===== config.mk =====
export PLATFORM = sky130hd
export DESIGN_NAME = vga_scan_out
export DESIGN_NICKNAME = d
export VERILOG_FILES = /design/src/rtl/vga_scan_out.sv
export SDC_FILE = /design/constraint.sdc
export NUM_CORES = 1
export LEC_CHECK = 0
export ABC_CLOCK_PERIOD_IN_PS = 5300
export CAP_MARGIN = 10
export CORE_ASPECT_RATIO = 1.75
export CORE_MARGIN = 4
export CORE_UTILIZATION = 40
export DETAILED_ROUTE_END_ITERATION = 8
export PLACE_DENSITY_LB_ADDON = 0.15
export SYNTH_ARGS = -nofsm -noshare
export SYNTH_HDL_FRONTEND = slang
export SYNTH_SLANG_ARGS = --single-unit
export TNS_END_PERCENT = 50

===== constraint.sdc =====
create_clock -name i_clk -period 5.3 [get_ports i_clk]
set_input_delay 1.06 -clock i_clk [delete_from_list [all_inputs] [get_ports i_clk]]
set_output_delay 1.06 -clock i_clk [all_outputs]
set_load 0.005 [all_outputs]

===== src/rtl/vga_scan_out.sv =====
// VGA scan-out: raster timing, framebuffer coordinate generation, palette
// lookup and pixel-aligned RGB444/sync outputs with frame pacing signals.
module vga_scan_out #(
  parameter int H_ACTIVE    = 640,
  parameter int H_FP        = 16,
  parameter int H_SYNC      = 96,
  parameter int H_BP        = 48,
  parameter int V_ACTIVE    = 480,
  parameter int V_FP        = 10,
  parameter int V_SYNC      = 2,
  parameter int V_BP        = 33,
  parameter int SCALE_SHIFT = 2,
  parameter int RD_LAT      = 2
) (
  input  logic        i_clk,
  input  logic        i_rst,
  output logic [7:0]  o_pxlX,
  output logic [7:0]  o_pxlY,
  input  logic [3:0]  i_value,
  input  logic        i_palWe,
  input  logic [3:0]  i_palIdx,
  input  logic [11:0] i_palRgb,
  output logic [3:0]  o_red,
  output logic [3:0]  o_green,
  output logic [3:0]  o_blue,
  output logic        o_hsync,
  output logic        o_vsync,
  output logic        o_frameStart,
  output logic [15:0] o_frameCnt
);

  localparam int H_TOTAL = H_ACTIVE + H_FP + H_SYNC + H_BP;
  localparam int V_TOTAL = V_ACTIVE + V_FP + V_SYNC + V_BP;
  localparam int HW      = $clog2(H_TOTAL);
  localparam int VW      = $clog2(V_TOTAL);

  localparam logic [HW-1:0] H_LAST = HW'(H_TOTAL - 1);
  localparam logic [HW-1:0] H_ACT  = HW'(H_ACTIVE);
  localparam logic [HW-1:0] HS_BEG = HW'(H_ACTIVE + H_FP);
  localparam logic [HW-1:0] HS_END = HW'(H_ACTIVE + H_FP + H_SYNC - 1);
  localparam logic [VW-1:0] V_LAST = VW'(V_TOTAL - 1);
  localparam logic [VW-1:0] V_ACT  = VW'(V_ACTIVE);
  localparam logic [VW-1:0] VS_BEG = VW'(V_ACTIVE + V_FP);
  localparam logic [VW-1:0] VS_END = VW'(V_ACTIVE + V_FP + V_SYNC - 1);
  localparam logic [7:0]    X_OUT  = 8'(H_ACTIVE >> SCALE_SHIFT);
  localparam logic [7:0]    Y_OUT  = 8'(V_ACTIVE >> SCALE_SHIFT);

  logic [HW-1:0]     h;
  logic [VW-1:0]     v;
  logic              h_wrap;
  logic              v_wrap;
  logic              active;
  logic              hs_n;
  logic              vs_n;
  logic [RD_LAT-1:0] act_pipe;
  logic [RD_LAT-1:0] hs_pipe;
  logic [RD_LAT-1:0] vs_pipe;
  logic [11:0]       pal [16];
  logic [11:0]       rgb_q;
  logic              hs_q;
  logic              vs_q;
  logic [15:0]       frame_cnt;

  assign h_wrap = (h == H_LAST);
  assign v_wrap = (v == V_LAST);

  always_ff @(posedge i_clk) begin
    if (i_rst) begin
      h         <= '0;
      v         <= '0;
      frame_cnt <= '0;
    end else if (h_wrap) begin
      h <= '0;
      if (v_wrap) begin
        v         <= '0;
        frame_cnt <= frame_cnt + 16'd1;
      end else begin
        v <= v + VW'(1);
      end
    end else begin
      h <= h + HW'(1);
    end
  end

  always_comb begin
    o_pxlX       = (h < H_ACT) ? 8'(h >> SCALE_SHIFT) : X_OUT;
    o_pxlY       = (v < V_ACT) ? 8'(v >> SCALE_SHIFT) : Y_OUT;
    active       = (h < H_ACT) && (v < V_ACT);
    hs_n         = !((h >= HS_BEG) && (h <= HS_END));
    vs_n         = !((v >= VS_BEG) && (v <= VS_END));
    o_frameStart = (h == '0) && (v == '0);
  end

  // Flags travel alongside the color-stage read so they land with i_value.
  always_ff @(posedge i_clk) begin
    if (i_rst) begin
      act_pipe <= '0;
      hs_pipe  <= '1;
      vs_pipe  <= '1;
      rgb_q    <= '0;
      hs_q     <= 1'b1;
      vs_q     <= 1'b1;
    end else begin
      act_pipe <= RD_LAT'({act_pipe, active});
      hs_pipe  <= RD_LAT'({hs_pipe, hs_n});
      vs_pipe  <= RD_LAT'({vs_pipe, vs_n});
      rgb_q    <= act_pipe[RD_LAT-1] ? pal[i_value] : '0;
      hs_q     <= hs_pipe[RD_LAT-1];
      vs_q     <= vs_pipe[RD_LAT-1];
    end
  end

  // Lookup reads the pre-edge palette, so a same-cycle write is seen next cycle.
  always_ff @(posedge i_clk) begin
    if (i_rst) begin
      for (int unsigned i = 0; i < 16; i++) begin
        pal[i] <= {4'(i), 4'(i), 4'(i)};
      end
    end else if (i_palWe) begin
      pal[i_palIdx] <= i_palRgb;
    end
  end

  assign o_red      = rgb_q[11:8];
  assign o_green    = rgb_q[7:4];
  assign o_blue     = rgb_q[3:0];
  assign o_hsync    = hs_q;
  assign o_vsync    = vs_q;
  assign o_frameCnt = frame_cnt;

endmodule


# Yosys cells after proc, flatten, opt, wreduce, memory -nomap -nowiden
# Memory sizes are Yosys's and may differ from the RTL's. A register that Yosys moved wholly into a read port is not among the register bits.
# Index checks and enable logic that the tools add are counted.
# totals
reg_bits,44
ram_bits,192
inputBits,23
out_inout_bits,47
word_cells,44
n_memories,1
# op_classes
n_addsub,3
magnitude_cmp,6
n_eq_ne,2
n_mux,11
bitwise_logic,1
n_reduce_logical,12
# memory_table
name,words,width,rd,rd_ports_with_merged_regs,write_ports,line_no,text
pal,16,12,1,1,16,58,logic [11:0] pal [16];
# ops
operator,n
$add 10x1->10 const B,2
$eq 10x10->1 const B,2
$logic_not 10->1,2
$add 16x1->16 const B,1
$mux 8,2
$mux 12,1
$reduce_or 12->1,1
$ge 10x10->1 const B,1
$ge 10x9->1 const B,1
$le 10x10->1 const B,1
$le 10x9->1 const B,1
$lt 10x10->1 const B,1
$lt 10x9->1 const B,1
$mux 10,1
$mux 1,6
$logic_and 1x1->1,4
$mux 4,1
$reduce_or 2->1,2
$logic_not 1->1,2
$reduce_and 2->1,1
$not 1->1,1

# Depth between registers and ports, before layout
# Gate-level depths: netlist (run 1).
# logic_depth
ltp_word,5
ltp_mapped,9
depth_no_buf,6

# Least setup slack after synthesis (run 1)
# No wires, ideal clock.
# synth_path
path_type,input port to flip-flop
from,in i_rst
to,mem pal[15][0] (enable)
setup_time_ps,383
t_arrival_ps,2314
required_time_ps,4917
path_slack_ps,2602
path_stages,4
path_buffers,2
cell_sequence,clkbuf_1 -> nand4b_1 -> clkbuf_1 -> o21bai_1
# synth_lines
item,line_no,text
from (decl),16,"input logic i_rst,"
to (decl),58,

# Worst setup path in the final report (run 1)
# layout_path
from,reg h[0]
to,out o_frameStart
# layout_via
elab_chain_len,2
# layout_lines
item,line_no,text
from (decl),48,logic [HW-1:0] h;
from (signal assigned),81,h <= h + HW'(1);
$logic_not 10->1,91,o_frameStart = (h == '0) && (v == '0);
$logic_and 1x1->1,91,
to (decl),28,"output logic o_frameStart,"
# No other way between the ends.

==> results of run 1 <==
[flip-flops by register name (all words and copies together), names as in the netlist]
name        cells
pal           192
o_hsync         1
hs_pipe         2
vs_pipe         2
v              10
h              10
o_frameCnt     16
o_vsync         1
rgb_q          12
act_pipe        2
[cell type report]
cell class              instances  area, sq um
clock buffers                  34          699
multi-input cells             532         4060
inverters                      12         45.0
clock inverters                12         55.1
diodes                          1         2.50
fillers                      2533        14900
well taps                     373          467
repair buffers                 81          766
flip-flops and latches        248         6890
[placed cells by master (no fill, tap or decap), types with 6 or more instances in the layout]
master / count
xor2_1: 7
or3_1: 90
buf_4: 14
a22oi_1: 16
clkbuf_16: 25
nor2_1: 28
nand2_1: 20
mux2i_1: 24
or2_2: 25
clkinv_1: 7
and2_1: 106
or4_1: 10
o21ai_0: 6
mux4_2: 40
inv_1: 11
o31ai_1: 8
dfxtp_1: 56
edfxtp_1: 192
a21oi_1: 21
xnor2_1: 6
nand2b_1: 18
nand3_1: 26
o211ai_1: 9
nand4_1: 11
nor4_1: 10
clkdlybuf4s50_1: 65
nor3_1: 7
[through the flow]
step | util [%] | cells | hold slack (ns) | total power, W
after floorplan | - | 868 | 0.389 | 0.00241
after global placement | 43.9 | 1246 | 0.394 | 0.00256
after detailed placement | 43.9 | 1246 | 0.394 | 0.00256
after CTS | 46.6 | 1292 | 0.414 | 0.00421
after global routing | 46.6 | 1292 | 0.430 | 0.00430
final | 46.6 | 1293 | 0.409 | 0.00416
[per-layer routing]
metal	routed length [um]	GRT usage (%)
met3	1410	2.57
met5	0	0
met2	15800	35.5
met4	1600	9.77
met1	11000	22.0
[final timing paths]
kind                                 endpoint  cells after the start
worst max register to register  o_frameCnt[8]                      4
worst max-delay path             o_frameStart                      5
worst min-delay path               vs_pipe[1]                      1
worst min register to register     vs_pipe[1]                      1
[critical path: cells and delay by family, from the launching register on]
kind	cells	cell delay [ns]
DFF	1	0.35
and+or+nand+nor	2	0.81
buffers and inverters	2	0.63
adders and majority gates	1	0.16
[power by group through the flow]
| stage | clock network [W] | logic [W] | registers [W] |
|---|---|---|---|
| floorplan | 0 | 0.000171 | 0.00224 |
| global placement | 0 | 0.000295 | 0.00226 |
| detailed placement | 0 | 0.000297 | 0.00226 |
| CTS | 0.00169 | 0.000297 | 0.00222 |
| global route | 0.00176 | 0.000312 | 0.00223 |
| finish | 0.00164 | 0.000293 | 0.00222 |
[kinds of logic (layout without fill, tap and decap cells)]
logic type | count (synthesis) | in the layout
and+or+nand+nor | 376 | 376
xor gates and xnor gates | 13 | 13
other | 1 | 2
adders and majority gates | 5 | 5
DFF | 248 | 248
buffers and inverters | 88 | 139
muxes | 64 | 64
AOI/OAI and AO/OA | 73 | 73
==> results.md, run 1 <==
* IO Pins at 70
* First-pass GRT wire length at roughly 45,000 um
* CTS Buf Count at 25
* Status: complete, no violations
* Drt drc at 0
* Die X at about 140 um
* Site Rows at 81
* Logic pwr share at roughly 7%
* Setup WS pre-CTS at between 1.5 and 2 ns
* Power share of the sequential group at between 50% and 60%
* Avg Vias per Cell at 5.51
* Slowest cell on the critical path: or4b_2
* Compound-Gate Fraction of Synth Area at under 10%
* Critical Path Max Stage Delay at 0.59 ns
* Worst path cell trace: inv_1 > ha_1 > or4b_2 > nor4_1 > clkdlybuf4s50_1
* Slew Viols, Final at 0
* Top cells by area, synth: edfxtp_1 51%, dfxtp_1 9.9%, mux4_2 8.0%, and2_1 5.9%, or3_1 5.0%
* Sw power at roughly 0.00094 W
* Number of antenna violations at the first check in global routing at 0
* Max-Cap Viols at 0
* Yosys warns at 0
* Synth unique cells at 50
* Final antenna-violating net count at 0
* Rel. slew slack at roughly 22%
* Setup crit end kind: output pin
* Finished layout cell area at 13,000 sq um
* Worst-case clock buffer depth at 3
* Clk root buf: clkbuf_16
* Initial Util at 40.6%
* Peak supply drop at around 0.21 mV
* Vias at 7,118
* Worst reg2reg path startpoint: h[4]
* Final Cycle Share at between 60% and 70%
* Most common cell in the netlist: edfxtp_1
* Largest net degree at the start of global routing at 51
* PwrDens at approximately 320 nW/um^2
* Worst-skew pair later-pin latency at around 0.54 ns
* Core footprint at about 28,000 sq um
* Area grow syn2layout at 14.9%
* Clock Skew at approximately 0.018 ns
* CTS sink count at about 250
* Setup Viol. Count Final at 0
* R2R setup slack at 2.45 ns
* CP max FO at 5
* Setup crit start: h[0]
* Hold Vio Cnt, Final at 0
* Gr ovfl total at 0
* Xor/xnor share of the synthesized area at 1.01%
* Post-Route WL at 29,800 um
* Mux contribution to synthesized area at 10.1%
* Postcts setup bufs at 0
* Cts repair resizes at 0
* Mapped cell area at approximately 11,000 sq um
* Critical Path AT at 2.46 ns
* CP required at ~4.2 ns
* Die ar. at just over 30,000 sq um
* Clock Power Share at around 40%
* Area after DPL at ~12,000 sq um
* CTS tree: built
* Post-layout min period at 3.52 ns
* Total Routing Usage GR at 19.4%
* Unrepaired setup endpoints after global routing: false
* Initial DRC Count at 469
* Ys async rst share at 0%
* Net switching fraction of the power at between 20% and 30%
* GPL Wtd Cong at around 0.84
* Simple-Gate Fraction of Synth Area at about a fifth
* Static Leakage at 4.24 nW
* Hold bufs inserted after CTS at 0
* Setup WS post-layout at between 1.5 and 2 ns
* Least-Margin Pin Slew at around 1.2 ns
* Post-Synth Adder-Cell Area at less than 1%
* Port bufs at around 70
* Synth top cells by count: 192 x edfxtp_1, 106 x and2_1, 90 x or3_1
* Yosys top cell area share at between 50% and 60%
* Internal Power at about 0.0032 W
* Wirelength per Cell at roughly 23 um
* Clock-pin slew on the worst setup and hold paths at around 0.060 ns
* Worst min path class: reg2reg
* Largest family of logic cells by synthesized area: simple AND/OR/NAND/NOR gates
* Sequential-to-total area share from yosys stat at ~61%
* Post-synth EDFFs at roughly 190
* H-tree Lvls at 1
* Avg Inst Size Synth at 13.0 sq um
* Post-DP HPWL at 20,600 um
* Syn nets at around 900
* Setup CP Type: reg2out
* Leading area contributor after synthesis: edfxtp_1
* Fmax at 284 MHz
* DR pass1 iterations at 5
* Worst Setup Start Kind: flop
* Synth Register Bits at around 250
* Layout cell share with drive strength beyond 1 at 13.2%
* Total negative slack at 0 ns
* Number of global-route vias before repair at about 7,400
* Most used DFF post-synth: edfxtp_1
* Die height at ~230 um
* Gate Count Post-Synth at slightly below 900
* Nets@finish at around 930
* Hold Startpoint: vs_pipe[0]
Note: power is estimated with default switching activity, not from simulation.
==> inputs of run 2 (changes only) <==
--- a/config.mk
+++ b/config.mk
@@ -5,7 +5,7 @@
 export SDC_FILE = /design/constraint.sdc
 export NUM_CORES = 1
 export LEC_CHECK = 0
-export ABC_CLOCK_PERIOD_IN_PS = 5300
+export ABC_CLOCK_PERIOD_IN_PS = 3360
 export CAP_MARGIN = 10
 export CORE_ASPECT_RATIO = 1.75
 export CORE_MARGIN = 4
==> constraint.sdc (replaced) <==
create_clock -name i_clk -period 3.36 [get_ports i_clk]
set_input_delay 0.672 -clock i_clk [delete_from_list [all_inputs] [get_ports i_clk]]
set_output_delay 0.672 -clock i_clk [all_outputs]
set_load 0.005 [all_outputs]
==> results.md, run 2 (same netlist as run 1, synthesis figures left out) <==
* Static Leakage at around 4.4 nW
* Number of antenna violations at the first check in global routing at 0
* CTS sink count at approximately 250
* Unrepaired setup endpoints after global routing: false
* Post-Route WL at 30,200 um
* Clock-pin slew on the worst setup and hold paths at 0.06 ns
* CTS tree: built
* First-pass GRT wire length at approximately 47,000 um
* Final antenna-violating net count at 0
* GPL Wtd Cong at 0.876
* Worst-skew pair later-pin latency at 0.53 ns
* Max layer used: met4
* Biggest register: pal
* Die ar. at roughly 31,000 sq um
* Postcts setup bufs at 0
* Critical Path AT at 2.38 ns
* Largest register FFs at 192
* Final Cycle Share at around nine tenths
* Vias at 7,156
* Port bufs at slightly below 70
* IO Pins at 70
* Filler cells at between 2,000 and 2,500
* Least-Margin Pin Slew at approximately 1.0 ns
* Ant diodes at 0
* Worst min path class: reg2reg
* Worst Setup Start Kind: flop
* Cts repair resizes at 0
* PwrDens at between 500 and 600 nW/um^2
* CP required at roughly 2.7 ns
* Area grow syn2layout at 17.3%
* Met3 wire len at about 1400 um
* Clock Skew at just under 0.008 ns
* CP max FO at 5
* Post-DP HPWL at roughly 20,000 um
* Register Area at 6890 sq um
* Most common cell after layout, fill and taps aside: edfxtp_1
* Initial Util at 40.6%
* Largest net degree at the start of global routing at 50
* Nets@finish at approximately 950
* Post-layout min period at 3.06 ns
* Fmax at 327 MHz
* Hold bufs inserted after CTS at 0
* Initial DRC Count at roughly 600
* Layout cell share with drive strength beyond 1 at about 16%
* Setup crit end kind: output pin
* Hold Vio Cnt, Final at 0
* Wirelength per Cell at about 23 um
* Number of global-route vias before repair at about 7,700
* DR pass1 iterations at 5
* Status: complete, no violations
* Avg Vias per Cell at 5.44
* Gr ovfl total at 0
* Worst-case clock buffer depth at 3
* Total Routing Usage GR at slightly below 20%
* Die X at about 140 um
* Site Rows at between 80 and 90
* H-tree Lvls at 1
* Core footprint at about 28,000 sq um
* Multi-input logic area at 4060 sq um
* Commonest non-fill, non-tap cells in the layout: 192 x edfxtp_1, 106 x and2_1, 90 x or3_1, 65 x clkdlybuf4s50_1, 56 x dfxtp_1
* Die height at 230 um
* Max-Cap Viols at 0
* Slew Viols, Final at 0
* CTS Buf Count at 24
* Setup Viol. Count Final at 0
* Clk root buf: clkbuf_16
* Finished Core Util at between 40% and 50%
* Total negative slack at 0 ns
* Drt drc at 0
* Post-Route M1 WL at about 11,000 um
* Peak supply drop at 0.396 mV
* Rel. slew slack at 30.3%
* Met2 routed WL at roughly 16,000 um
* Setup CP Type: reg2out
run 2: per-stage QoR:
step	setup slack [ns]	hold slack [ns]	instance area [sq um]	cells	power (W)
4_1_cts	0.238	0.415	13300	1315	0.00690
5_1_grt	0.161	0.425	13300	1315	0.00705
3_3_place_gp	0.626	0.392	12400	1271	0.00405
6_report	0.303	0.410	13300	1315	0.00684
2_1_floorplan	1.05	0.389	11300	868	0.00380
3_5_place_dp	0.638	0.398	12400	1271	0.00405
run 2: per-layer routing:
metal  vias up  global-route usage (%)
met3        53                    2.77
li1       3355                       -
met1      3553                    23.3
met2       195                    35.8
met5         -                       0
met4         0                    8.61
run 2: final timing paths:
| check | start | endpoint | slack [ns] | cells past startpoint |
|---|---|---|---|---|
| setup reg to reg | h[4] | o_frameCnt[8] | 0.76 | 4 |
| hold reg to reg | vs_pipe[0] | vs_pipe[1] | 0.41 | 1 |
| setup / recovery | h[0] | o_frameStart | 0.30 | 5 |
| hold / removal | vs_pipe[0] | vs_pipe[1] | 0.41 | 1 |
run 2: worst max-delay path, cell delays in order (launching register included):
cell and delay (ns):
dfxtp_1 0.34, inv_1 0.06, ha_1 0.15, or4b_2 0.58, nor4_1 0.18, clkdlybuf4s50_1 0.55
run 2: final cells by class:
cell class / count / area share, %
clock buffers: 33 / 5.25
clock inverters: 11 / 1.04
inverters: 12 / 0.340
multi-input cells: 532 / 30.6
flip-flops and latches: 248 / 51.9
well taps: 373 / 3.52
repair buffers: 106 / 7.28
run 2: report_power, final:
group	switching, W	internal, W	leakage (nW)
Combinational	0.000296	0.000191	1.65
Clock	0.00117	0.00169	0.401
Sequential	0.0000456	0.00344	2.33
Total	0.00151	0.00532	4.39
